$ cat config.mk
export PLATFORM = sky130hd
export DESIGN_NAME = ct_loader
export DESIGN_NICKNAME = d
export VERILOG_FILES = /design/src/rtl/arc4_pkg.sv /design/src/rtl/ct_loader.sv
export SDC_FILE = /design/constraint.sdc
export NUM_CORES = 1
export LEC_CHECK = 0
export ABC_CLOCK_PERIOD_IN_PS = 2450
export BUFFER_PORTS_ARGS = -buffer_cell sky130_fd_sc_hd__clkbuf_2
export CAP_MARGIN = 20
export CELL_PAD_IN_SITES_DETAIL_PLACEMENT = 1
export CELL_PAD_IN_SITES_GLOBAL_PLACEMENT = 2
export CORE_MARGIN = 5
export CORE_UTILIZATION = 31
export DETAILED_ROUTE_END_ITERATION = 10
export GPL_ROUTABILITY_DRIVEN = 0
export GPL_TIMING_DRIVEN = 0
export PLACE_DENSITY = 0.85
export SLEW_MARGIN = 20
export SYNTH_ARGS = -nofsm -noshare
export SYNTH_HDL_FRONTEND = slang
export SYNTH_SLANG_ARGS = --single-unit
$ cat constraint.sdc
create_clock -name clk -period 2.45 [get_ports clk]
set_input_delay 0.49 -clock clk [delete_from_list [all_inputs] [get_ports clk]]
set_output_delay 0.49 -clock clk [all_outputs]
set_load 0.1 [all_outputs]
$ cat src/rtl/arc4_pkg.sv
// Shared definitions for the ARC4 key-search datapath: widths and the
// ciphertext loader state encoding.
package arc4_pkg;

    localparam int KEY_W  = 24;
    localparam int BYTE_W = 8;

    typedef enum logic [2:0] {
        ST_IDLE      = 3'd0,
        ST_LOAD      = 3'd1,
        ST_START     = 3'd2,
        ST_WAIT      = 3'd3,
        ST_ERR_DRAIN = 3'd4
    } ct_loader_state_t;

endpackage

$ cat src/rtl/ct_loader.sv
// Ciphertext loader: takes a length-prefixed byte stream from the host,
// writes it into CT RAM (length at address 0, payload at 1..L), then
// starts crack and latches the key it reports.
//
//  state      | meaning
//  -----------+------------------------------------------------------
//  IDLE       | waiting for the length byte of a new message
//  LOAD       | accepting payload bytes 1..L into CT RAM
//  START      | single-cycle crack_en pulse after the last RAM write
//  WAIT       | host stalled until crack_rdy, then latch key/key_valid
//  ERR_DRAIN  | discarding the remainder of a bad message up to in_last
module ct_loader
    import arc4_pkg::*;
#(
    parameter int MAX_LEN = 255
) (
    input  logic                 clk,
    input  logic                 rst,
    input  logic                 in_valid,
    input  logic [BYTE_W-1:0]    in_data,
    input  logic                 in_last,
    output logic                 in_ready,
    output logic [BYTE_W-1:0]    ct_addr,
    output logic [BYTE_W-1:0]    ct_wrdata,
    output logic                 ct_wren,
    output logic                 crack_en,
    input  logic                 crack_rdy,
    input  logic [KEY_W-1:0]     crack_key,
    input  logic                 crack_kvalid,
    output logic                 done,
    output logic [KEY_W-1:0]     key,
    output logic                 key_valid,
    output logic                 err
);

    // One bit wider than a byte so that MAX_LEN=255 still compares cleanly.
    localparam logic [BYTE_W:0] MAX_LEN_W = (BYTE_W+1)'(MAX_LEN);

    ct_loader_state_t  state;
    logic [BYTE_W-1:0] len;
    logic [BYTE_W-1:0] cnt;
    logic              accept;
    logic [BYTE_W-1:0] cnt_inc;
    logic              len_too_big;
    logic              at_last_byte;

    // Handshake and payload position helpers shared by the state machine.
    always_comb begin
        accept       = in_valid & in_ready;
        cnt_inc      = cnt + 8'd1;
        len_too_big  = {1'b0, in_data} > MAX_LEN_W;
        at_last_byte = (cnt_inc == len);
    end

    // Loader state machine; every output is a register so the RAM port and
    // crack_en see clean, glitch-free strobes.
    always_ff @(posedge clk or posedge rst) begin
        if (rst) begin
            state     <= ST_IDLE;
            len       <= '0;
            cnt       <= '0;
            in_ready  <= 1'b0;
            ct_addr   <= '0;
            ct_wrdata <= '0;
            ct_wren   <= 1'b0;
            crack_en  <= 1'b0;
            done      <= 1'b0;
            key       <= '0;
            key_valid <= 1'b0;
            err       <= 1'b0;
        end else begin
            ct_wren  <= 1'b0;
            crack_en <= 1'b0;
            case (state)
                ST_IDLE: begin
                    in_ready <= 1'b1;
                    if (accept) begin
                        done <= 1'b0;
                        err  <= 1'b0;
                        cnt  <= '0;
                        if (len_too_big) begin
                            // Oversized length is never written; drain the rest.
                            err <= 1'b1;
                            if (!in_last) begin
                                state <= ST_ERR_DRAIN;
                            end
                        end else begin
                            ct_wren   <= 1'b1;
                            ct_addr   <= '0;
                            ct_wrdata <= in_data;
                            len       <= in_data;
                            if (in_data == '0) begin
                                if (in_last) begin
                                    state    <= ST_START;
                                    in_ready <= 1'b0;
                                end else begin
                                    err   <= 1'b1;
                                    state <= ST_ERR_DRAIN;
                                end
                            end else if (in_last) begin
                                // Length promised payload but message ended.
                                err <= 1'b1;
                            end else begin
                                state <= ST_LOAD;
                            end
                        end
                    end
                end

                ST_LOAD: begin
                    in_ready <= 1'b1;
                    if (accept) begin
                        ct_wren   <= 1'b1;
                        ct_addr   <= cnt_inc;
                        ct_wrdata <= in_data;
                        cnt       <= cnt_inc;
                        if (at_last_byte) begin
                            if (in_last) begin
                                state    <= ST_START;
                                in_ready <= 1'b0;
                            end else begin
                                // Message runs past L; swallow the excess.
                                err   <= 1'b1;
                                state <= ST_ERR_DRAIN;
                            end
                        end else if (in_last) begin
                            err   <= 1'b1;
                            state <= ST_IDLE;
                        end
                    end
                end

                ST_ERR_DRAIN: begin
                    in_ready <= 1'b1;
                    if (accept && in_last) begin
                        state <= ST_IDLE;
                    end
                end

                ST_START: begin
                    // The final ct_wren was the previous cycle, so RAM is complete.
                    in_ready <= 1'b0;
                    crack_en <= 1'b1;
                    state    <= ST_WAIT;
                end

                ST_WAIT: begin
                    in_ready <= 1'b0;
                    if (crack_rdy) begin
                        key       <= crack_key;
                        key_valid <= crack_kvalid;
                        done      <= 1'b1;
                        in_ready  <= 1'b1;
                        state     <= ST_IDLE;
                    end
                end

                default: begin
                    in_ready <= 1'b0;
                    state    <= ST_IDLE;
                end
            endcase
        end
    end

endmodule

**Word level (Yosys, flattened, before mapping)**

Cells that the tools add are included.

- Reduce and logical (&&, ||, !) cells: 13
- $lt $le $gt $ge: 0
- Add/sub/neg operators: 1
- Multipliers: 0
- Shift-type cells: 0
- Equal/unequal tests: 12
- Bitwise logic cells: 1
- Muxes and demuxes: 34
- Div/mod/pow operators: 0

Operator list:

| operator | count |
|---|---|
| two-way mux 3 bit | 9 |
| two-way mux 1 bit | 18 |
| two-way mux 8 bit | 2 |
| one-hot mux 8 bit (2 select lines) | 1 |
| one-hot mux 3 bit (5 select lines) | 1 |
| != test 3 bit, second input constant | 3 |
| adder 8 x 1 -> 8 bit, second input constant | 1 |
| == test 8 bit | 1 |
| zero test 8 bit | 1 |
| != test 2 bit, second input constant | 4 |
| == test 3 x 2 -> 1 bit, second input constant | 2 |
| AND reduction 2 bit | 3 |
| AND reduction 3 bit | 2 |
| AND reduction 6 bit | 1 |
| AND reduction 5 bit | 1 |
| one-hot mux 1 bit (2 select lines) | 2 |
| one-hot mux 1 bit (4 select lines) | 1 |
| nonzero test 2 bit | 2 |
| == test 3 x 1 -> 1 bit, second input constant | 1 |
| == test 3 bit, second input constant | 1 |
| zero test 3 bit | 1 |
| OR reduction 2 bit | 1 |
| AND 1 bit | 1 |
| logical AND 1 bit | 1 |

- Memories: 0
- Flip-flop bits (word level): 57
- Bits in latches: 0
- Logic and storage cells: 72
- Bits in read-only memories: 0
- Output and inout port bits: 46
- Input port bits: 38
- Memory bits (writable): 0

**Logic depth before layout (Yosys ltp)**

Gate-level depths: netlist of the first run.

- Depth after elaboration: 5
- Depth in mapped cells: 9
- Depth with buffers taken out: 9

**Worst setup path before layout of the first run**

OpenSTA, ideal clock, no wires.

- Kind: register to register
- Start: register cnt[0]
- End: register in_ready
- Stages on the path, launching flop included: 9
- Path buffers: 0
- Library setup time: 154 ps
- Required time: 2296 ps
- Clock period less this slack: 2752 ps
- Slack: -302 ps
- Arrival time: 2598 ps
- Cell sequence: dfrtp_1 > ha_1 > and3_1 > nand3_1 > xnor2_1 > mux2i_1 > o2111a_2 > a31o_1 > o311ai_1

- Word-level cells in the longest chain between the ends: 5

RTL lines:

| item | line | source |
|---|---|---|
| start, declared | ct_loader.sv:41 | `logic [BYTE_W-1:0] cnt;` |
| start signal, assigned | ct_loader.sv:116 | `cnt <= cnt_inc;` |
| adder 8 x 1 -> 8 bit | ct_loader.sv:50 | `cnt_inc = cnt + 8'd1;` |
| == test 8 bit | ct_loader.sv:52 | `at_last_byte = (cnt_inc == len);` |
| two-way mux 1 bit | ct_loader.sv:117 | `if (at_last_byte) begin` |
| two-way mux 1 bit | ct_loader.sv:112 | `if (accept) begin` |
| one-hot mux 1 bit (4 select lines) | ct_loader.sv:74 | `case (state)` |
| end signal, assigned | ct_loader.sv:76 | `in_ready <= 1'b1;` |
| end signal, assigned | ct_loader.sv:111 | `in_ready <= 1'b1;` |
| end signal, assigned | ct_loader.sv:120 | `in_ready <= 1'b0;` |
| end, declared | ct_loader.sv:22 | `output logic in_ready,` |

No other way between the ends.
A chain may end at the register's enable or synchronous reset.

**Final worst setup path of the first run**

Same ends and word-level chain as after synthesis.

==> impl_results.md, run 1 <==
* Pwr dens at 1130 nW/um^2
* Adder-Cell Fraction of Synth Area at 1.94%
* 1st-pass router iterations at 4
* Hpwl dp at 5320 um
* CTS root buf: clkbuf_8
* Fraction of layout cells with a size suffix above 1 at 37.4%
* Reg-to-Reg Start: cnt[0]
* Crit path max-delay cell type: dfrtp_2
* Post-synthesis mux area share at 14.3%
* Drt wl/cell at 16.3 um
* Final setup viols at 0
* CP max stage delay at 0.46 ns
* Critical path capture point type: flop
* Synth cell types at 42
* Slew of the pin with the lowest slew margin at 0.570 ns
* Min Hold Slack at 0.137 ns
* Synth area leaders: dfrtp_1 (55%), mux2_1 (9.6%), nand2_1 (6.2%)
* Hold Buf Count CTS at 0
* Post-synthesis sequential area ratio at 55.2%
* Post-place setup slack at 0.219 ns
* RSZ-0062 raised after global routing: false
* Die Width at 101 um
* Synth Area in Compound Gates at 9.25%
* Clock sinks at 57
* Simple-Gate Fraction of Synth Area at 13.2%
* Rel. slew slack at 62.0%
* Post-Synthesis Cells at 226
* Crit Path Class: flop to flop
* Min Tclk post-route at 2.22 ns
* Leak pwr at 1.72 nW
* Worst-path clk slew at 0.07 ns
* CP max FO at 6
* Yosys top cell area share at 55.2%
* Starting Density at 31.6%
* Site row count at 33
* Worst-path cell chain: ha_1, xor2_1, a31oi_1, nand4_1, a2111oi_2, o2111a_2, a31o_1, o311ai_1
* DRT iter0 DRCs at 51
* Worst skew pair latency at 0.34 ns
* FILL cells at 964
* Most frequent cell after synthesis: dfrtp_1
* Via count at 2038
* Fin Setup TNS at 0 ns
* Synth Warn # at 0
* Pins Over Slew Limit at 0
* Ports at 84
* Syn avg cell area at 11.4 sq um
* Setup Skew at 0.00845 ns
* Cts bufs inserted at 9
* Largest family of logic cells by synthesized area: multiplexers
* Crit path required time at 2.63 ns
* Buffers on Ports at 83
* Register bit total from synthesis at 57
* Final Hold Vio Count at 0
* Crit path from: cnt[0]
* Max clock buf depth at 2
* Number of H-tree levels at 3
* Routed Antenna Nets at 0
* CTS tree: built
* Final core utilization at 41.0%
* Most used DFF post-synth: dfrtp_1
* Startpoint Class: flop
* Vias/cell at 4.73
* Setup repair bufs after CTS at 0
* Synth async-reset ratio at 100%
* Arr. time, crit path at 2.41 ns
* DRT Wirelength at 7020 um
* Antenna violations before repair at 0
* Syn Nets at 268
* Area growth syn-to-layout at 29.6%
* Maximum vdd drop at 0.571 mV
* Max-cap violations at 0
* Die area at 10300 sq um
* # diodes at 0
* Post-synth top area cell: dfrtp_1
* Die Y at 101 um
* Nets at 363
* Number of global-route vias before repair at 2239
* Post-route setup slack at 0.226 ns
* Post-synth top cells: dfrtp_1 (57), nand2_1 (43), mux2_1 (22)
* Worst min-delay path class: primary input to asynchronous set/reset pin
* GR Overflow Total at 0
* Number of flops mapped to enable cells by yosys at 0
* Largest net degree at the start of global routing at 30
* Mapped cell area at 2580 sq um
* PostCTS Resize Cnt at 0
* DR DRC count at 0
* Area of the core at 8180 sq um
* First-pass GRT wire length at 11900 um
* Overall Global Routing Usage at 14.9%
* Share of the cycle needed by the critical path after routing at 90.8%
* Peak Freq at 450 MHz
* Outcome: finished clean
* Xor-xnor portion of the synthesized cell area at 3.73%
## state kept, by name (all words and copies together) (netlist names)
| signal | flops |
|---|---|
| key | 24 |
| cnt | 8 |
| ct_wrdata | 8 |
| len | 8 |
| state | 3 |
| crack_en | 1 |
| ct_wren | 1 |
| done | 1 |
| err | 1 |
| in_ready | 1 |
| key_valid | 1 |
## critical path: cells and delay by family, from the launching register on
kind | cells | cell delay [ns]
simple gates | 1 | 0.12
compound gates | 5 | 0.96
flops | 1 | 0.46
fa+ha+maj | 1 | 0.34
xor+xnor | 1 | 0.18
## layout make-up
class	instances	area [sq um]	share of cell area, %
flip-flops and latches	57	1430	42.8
multi-input cells	153	1100	32.8
repair buffers	84	435	13.0
clock inverters	3	40.0	1.20
well taps	105	131	3.92
clock buffers	13	149	4.45
plain buffers	8	30.0	0.897
inverters	8	32.5	0.972
## per-layer routing
layer / wire length, um / vias to the layer above / part of all wire [%] / global-route usage, %
met3: 195 / 14 / 2.8 / 2.48
met2: 3560 / 37 / 51 / 24.7
met5: 0 / - / 0 / 0
met4: 222 / 0 / 3.2 / 8.28
met1: 3040 / 1012 / 43 / 18.5
li1: - / 975 / - / -
## power by group
part | total [W] | switching [W] | leakage [nW] | internal (W)
combinational | 0.00161 | 0.00127 | 0.874 | 0.000343
sequential | 0.00131 | 0.000167 | 0.744 | 0.00114
clock | 0.000877 | 0.000382 | 0.0974 | 0.000496
total | 0.00379 | 0.00182 | 1.72 | 0.00198
## placed cells by master (no fill, tap or decap), drive strengths merged, types with 2 or more instances in the layout
cell type and count:
a21oi 5, a22o 2, and3 2, buf 2, clkbuf 103, clkinv 2
dfrtp 57, ha 4, inv 8, mux2 32, nand2 43, nand3 4
nand3b 2, nor2 7, nor3b 3, nor4 3, o21ai 13, o22ai 2
o31ai 4, xnor2 7, xor2 4
## per-stage QoR
stage / cell area [sq um] / instances / power (W)
floorplan: 2590 / 226 / 0.00260
global placement: 3140 / 414 / 0.00291
detailed placement: 3160 / 415 / 0.00295
CTS: 3350 / 431 / 0.00384
global route: 3350 / 431 / 0.00400
finish: 3350 / 431 / 0.00379
## worst paths after layout
check                                     to  slack (ns)  cells after the start
worst min register to register  ct_wrdata[1]        0.48                      2
max in group asynchronous             key[2]        1.83                      3
worst min-delay path            ct_wrdata[5]        0.14                      2
worst max-delay path                in_ready        0.23                      8
min in group clk                     key[16]        0.36                      2
worst max register to register      in_ready        0.23                      8
## logic make-up (layout without fill, tap and decap cells)
group | Yosys count | after routing
simple gates | 71 | 71
flops | 57 | 57
compound gates | 34 | 34
mux | 33 | 33
buf+inv | 16 | 116
xor+xnor | 11 | 11
fa+ha+maj | 4 | 4
Power figures use the tool's default switching activity.
==> inputs of run 2 (changes only) <==
--- a/config.mk
+++ b/config.mk
@@ -8,14 +8,12 @@
 export ABC_CLOCK_PERIOD_IN_PS = 2450
 export BUFFER_PORTS_ARGS = -buffer_cell sky130_fd_sc_hd__clkbuf_2
 export CAP_MARGIN = 20
-export CELL_PAD_IN_SITES_DETAIL_PLACEMENT = 1
-export CELL_PAD_IN_SITES_GLOBAL_PLACEMENT = 2
 export CORE_MARGIN = 5
-export CORE_UTILIZATION = 31
+export CORE_UTILIZATION = 50
 export DETAILED_ROUTE_END_ITERATION = 10
 export GPL_ROUTABILITY_DRIVEN = 0
 export GPL_TIMING_DRIVEN = 0
-export PLACE_DENSITY = 0.85
+export PLACE_DENSITY = 0.86
 export SLEW_MARGIN = 20
 export SYNTH_ARGS = -nofsm -noshare
 export SYNTH_HDL_FRONTEND = slang
==> run 2 against run 1 <==
Core utilization increased by 24 points; cell count decreased by 8.6%; largest cell class unchanged; critical path type unchanged; power decreased by 1.1%.
==> impl_results.md, run 2 (synthesized netlist as in run 1, its figures left out) <==
* Slew of the pin with the lowest slew margin at 0.676 ns (+0.106 ns)
* # diodes at 0 (unchanged)
* Starting Density at 50.9% (+19 points)
* Buffers on Ports at 83 (unchanged)
* Final setup viols at 0 (unchanged)
* Die Width at 81.9 um (-19%)
* Via count at 2008 (-1.5%)
* Area of the core at 5070 sq um (-38%)
* Hpwl dp at 4270 um (-20%)
* Critical path capture point type: flop
* Setup Skew at 0.00662 ns (-0.00183 ns)
* Startpoint Class: flop
* Nets at 362 (-0.28%)
* Share of the cycle needed by the critical path after routing at 88.1% (-2.6 points)
* Worst-path cell chain: ha_1, xor2_1, a31oi_1, nand4_1, a2111oi_2, o2111a_2, a31o_1, o311ai_1
* Crit Path Class: flop to flop
* Fin Setup TNS at 0 ns (unchanged)
* Drt wl/cell at 14.5 um (-11%)
* DR DRC count at 0 (unchanged)
* Die area at 6710 sq um (-35%)
* Hold Buf Count CTS at 0 (unchanged)
* Site row count at 26 (-21%)
* CTS tree: built
* Worst-path clk slew at 0.06 ns (about the same)
* Worst skew pair latency at 0.34 ns (about the same)
* Routed Antenna Nets at 0 (unchanged)
* Post-place setup slack at 0.211 ns (-0.00817 ns)
* Cts bufs inserted at 9 (unchanged)
* Worst min-delay path class: primary input to asynchronous set/reset pin
* Ports at 84 (unchanged)
* FILL cells at 413 (-57%)
* Largest net degree at the start of global routing at 58 (+93%)
* Setup repair bufs after CTS at 0 (unchanged)
* Post-route setup slack at 0.291 ns (+0.0647 ns)
* Fraction of layout cells with a size suffix above 1 at 37.7% (+0.23 points)
* Leak pwr at 1.71 nW (-0.27%)
* Peak Freq at 463 MHz (+3.0%)
* Max clock buf depth at 2 (unchanged)
* Biggest register: key
* Commonest non-fill, non-tap cell in the layout: clkbuf_2
* Largest register FFs at 24 (unchanged)
* 1st-pass router iterations at 4 (unchanged)
* Area growth syn-to-layout at 27.4%
* Final Hold Vio Count at 0 (unchanged)
* Min Tclk post-route at 2.16 ns (-0.0647 ns)
* Arr. time, crit path at 2.35 ns (-0.06 ns)
* Crit path required time at 2.64 ns (about the same)
* Number of global-route vias before repair at 2022 (-9.7%)
* CP max stage delay at 0.46 ns (about the same)
* Max-cap violations at 0 (unchanged)
* R2r setup slk at 0.29 ns (+0.06 ns)
* Antenna violations before repair at 0 (unchanged)
* Final core utilization at 64.8% (+24 points)
* Clock sinks at 57 (unchanged)
* First-pass GRT wire length at 9610 um (-19%)
* PostCTS Resize Cnt at 0 (unchanged)
* Number of H-tree levels at 3 (unchanged)
* DRT iter0 DRCs at 98 (+92%)
* CTS root buf: clkbuf_8
* Most frequent cells in the layout: clkbuf_2 (83), dfrtp_1 (52), nand2_1 (43)
* Pins Over Slew Limit at 0 (unchanged)
* CP max FO at 6 (unchanged)
* DRT Wirelength at 5720 um (-19%)
* GR Overflow Total at 0 (unchanged)
* Vias/cell at 5.10 (+7.8%)
* Die Y at 81.9 um (-19%)
* Maximum vdd drop at 0.842 mV (+47%)
* Pwr dens at 1140 nW/um^2 (+0.64%)
* Crit path max-delay cell type: dfrtp_2
* Overall Global Routing Usage at 19.3% (+4.3 points)
* Rel. slew slack at 54.9% (-7.0 points)
* Outcome: finished clean
* RSZ-0062 raised after global routing: false
-- run 2: changes by cell type in the layout (fill, tap and decap cells not counted), sizes merged --
cell	previous run	this run
buf	2	1
clkbuf	103	102
-- run 2: final cells by class --
class / instances / area (sq um) / share of cell area (%)
clock inverter: 3 / 40.0 / 1.22
timing repair buffer: 83 / 415 / 12.6
inverter: 8 / 32.5 / 0.989
buffer: 8 / 30.0 / 0.913
sequential: 57 / 1430 / 43.5
multi-input combinational: 153 / 1100 / 33.3
clock buffer: 12 / 155 / 4.71
tap: 70 / 87.6 / 2.66
-- run 2: path summary, 6_finish.rpt --
kind | depth (start not counted) | endpoint | from
worst min register to register | 2 | ct_wrdata[2] | ct_wrdata[2]
worst min-delay path | 2 | key[17] | rst
min in group clk | 2 | key[16] | crack_key[16]
worst max-delay path | 8 | in_ready | cnt[0]
worst max register to register | 8 | in_ready | cnt[0]
max in group asynchronous | 2 | cnt[3] | rst
-- run 2: metrics by stage --
step	power [W]	std cells	area (sq um)	hold slack, ns
floorplan	0.00260	226	2590	0.478
global placement	0.00287	379	3090	0.459
detailed placement	0.00290	379	3100	0.461
CTS	0.00378	394	3290	0.276
global route	0.00393	394	3290	0.307
finish	0.00375	394	3290	0.242
-- run 2: worst max-delay path, delay by kind of cell, from the launching register on --
kind	cells	cell delay, ns
adder cells (fa/ha/maj)	1	0.34
XOR/XNOR	1	0.17
AND/OR/NAND/NOR	1	0.12
flip-flops	1	0.46
AO/OA/AOI/OAI	5	0.93
-- run 2: layer usage --
| layer | wire length [um] | part of all wire [%] | GRT usage, % | vias to the layer above |
|---|---|---|---|---|
| li1 | - | - | - | 976 |
| met1 | 2400 | 42 | 24.0 | 976 |
| met2 | 2950 | 52 | 31.2 | 49 |
| met3 | 276 | 4.8 | 4.93 | 7 |
| met5 | 0 | 0 | 0 | - |
| met4 | 96 | 1.7 | 9.14 | 0 |
-- run 2: power breakdown --
group	leakage, nW	switching, W	internal, W
clock network	0.102	0.000353	0.000516
registers	0.744	0.000160	0.00114
logic	0.865	0.00125	0.000339
total	1.71	0.00176	0.00199
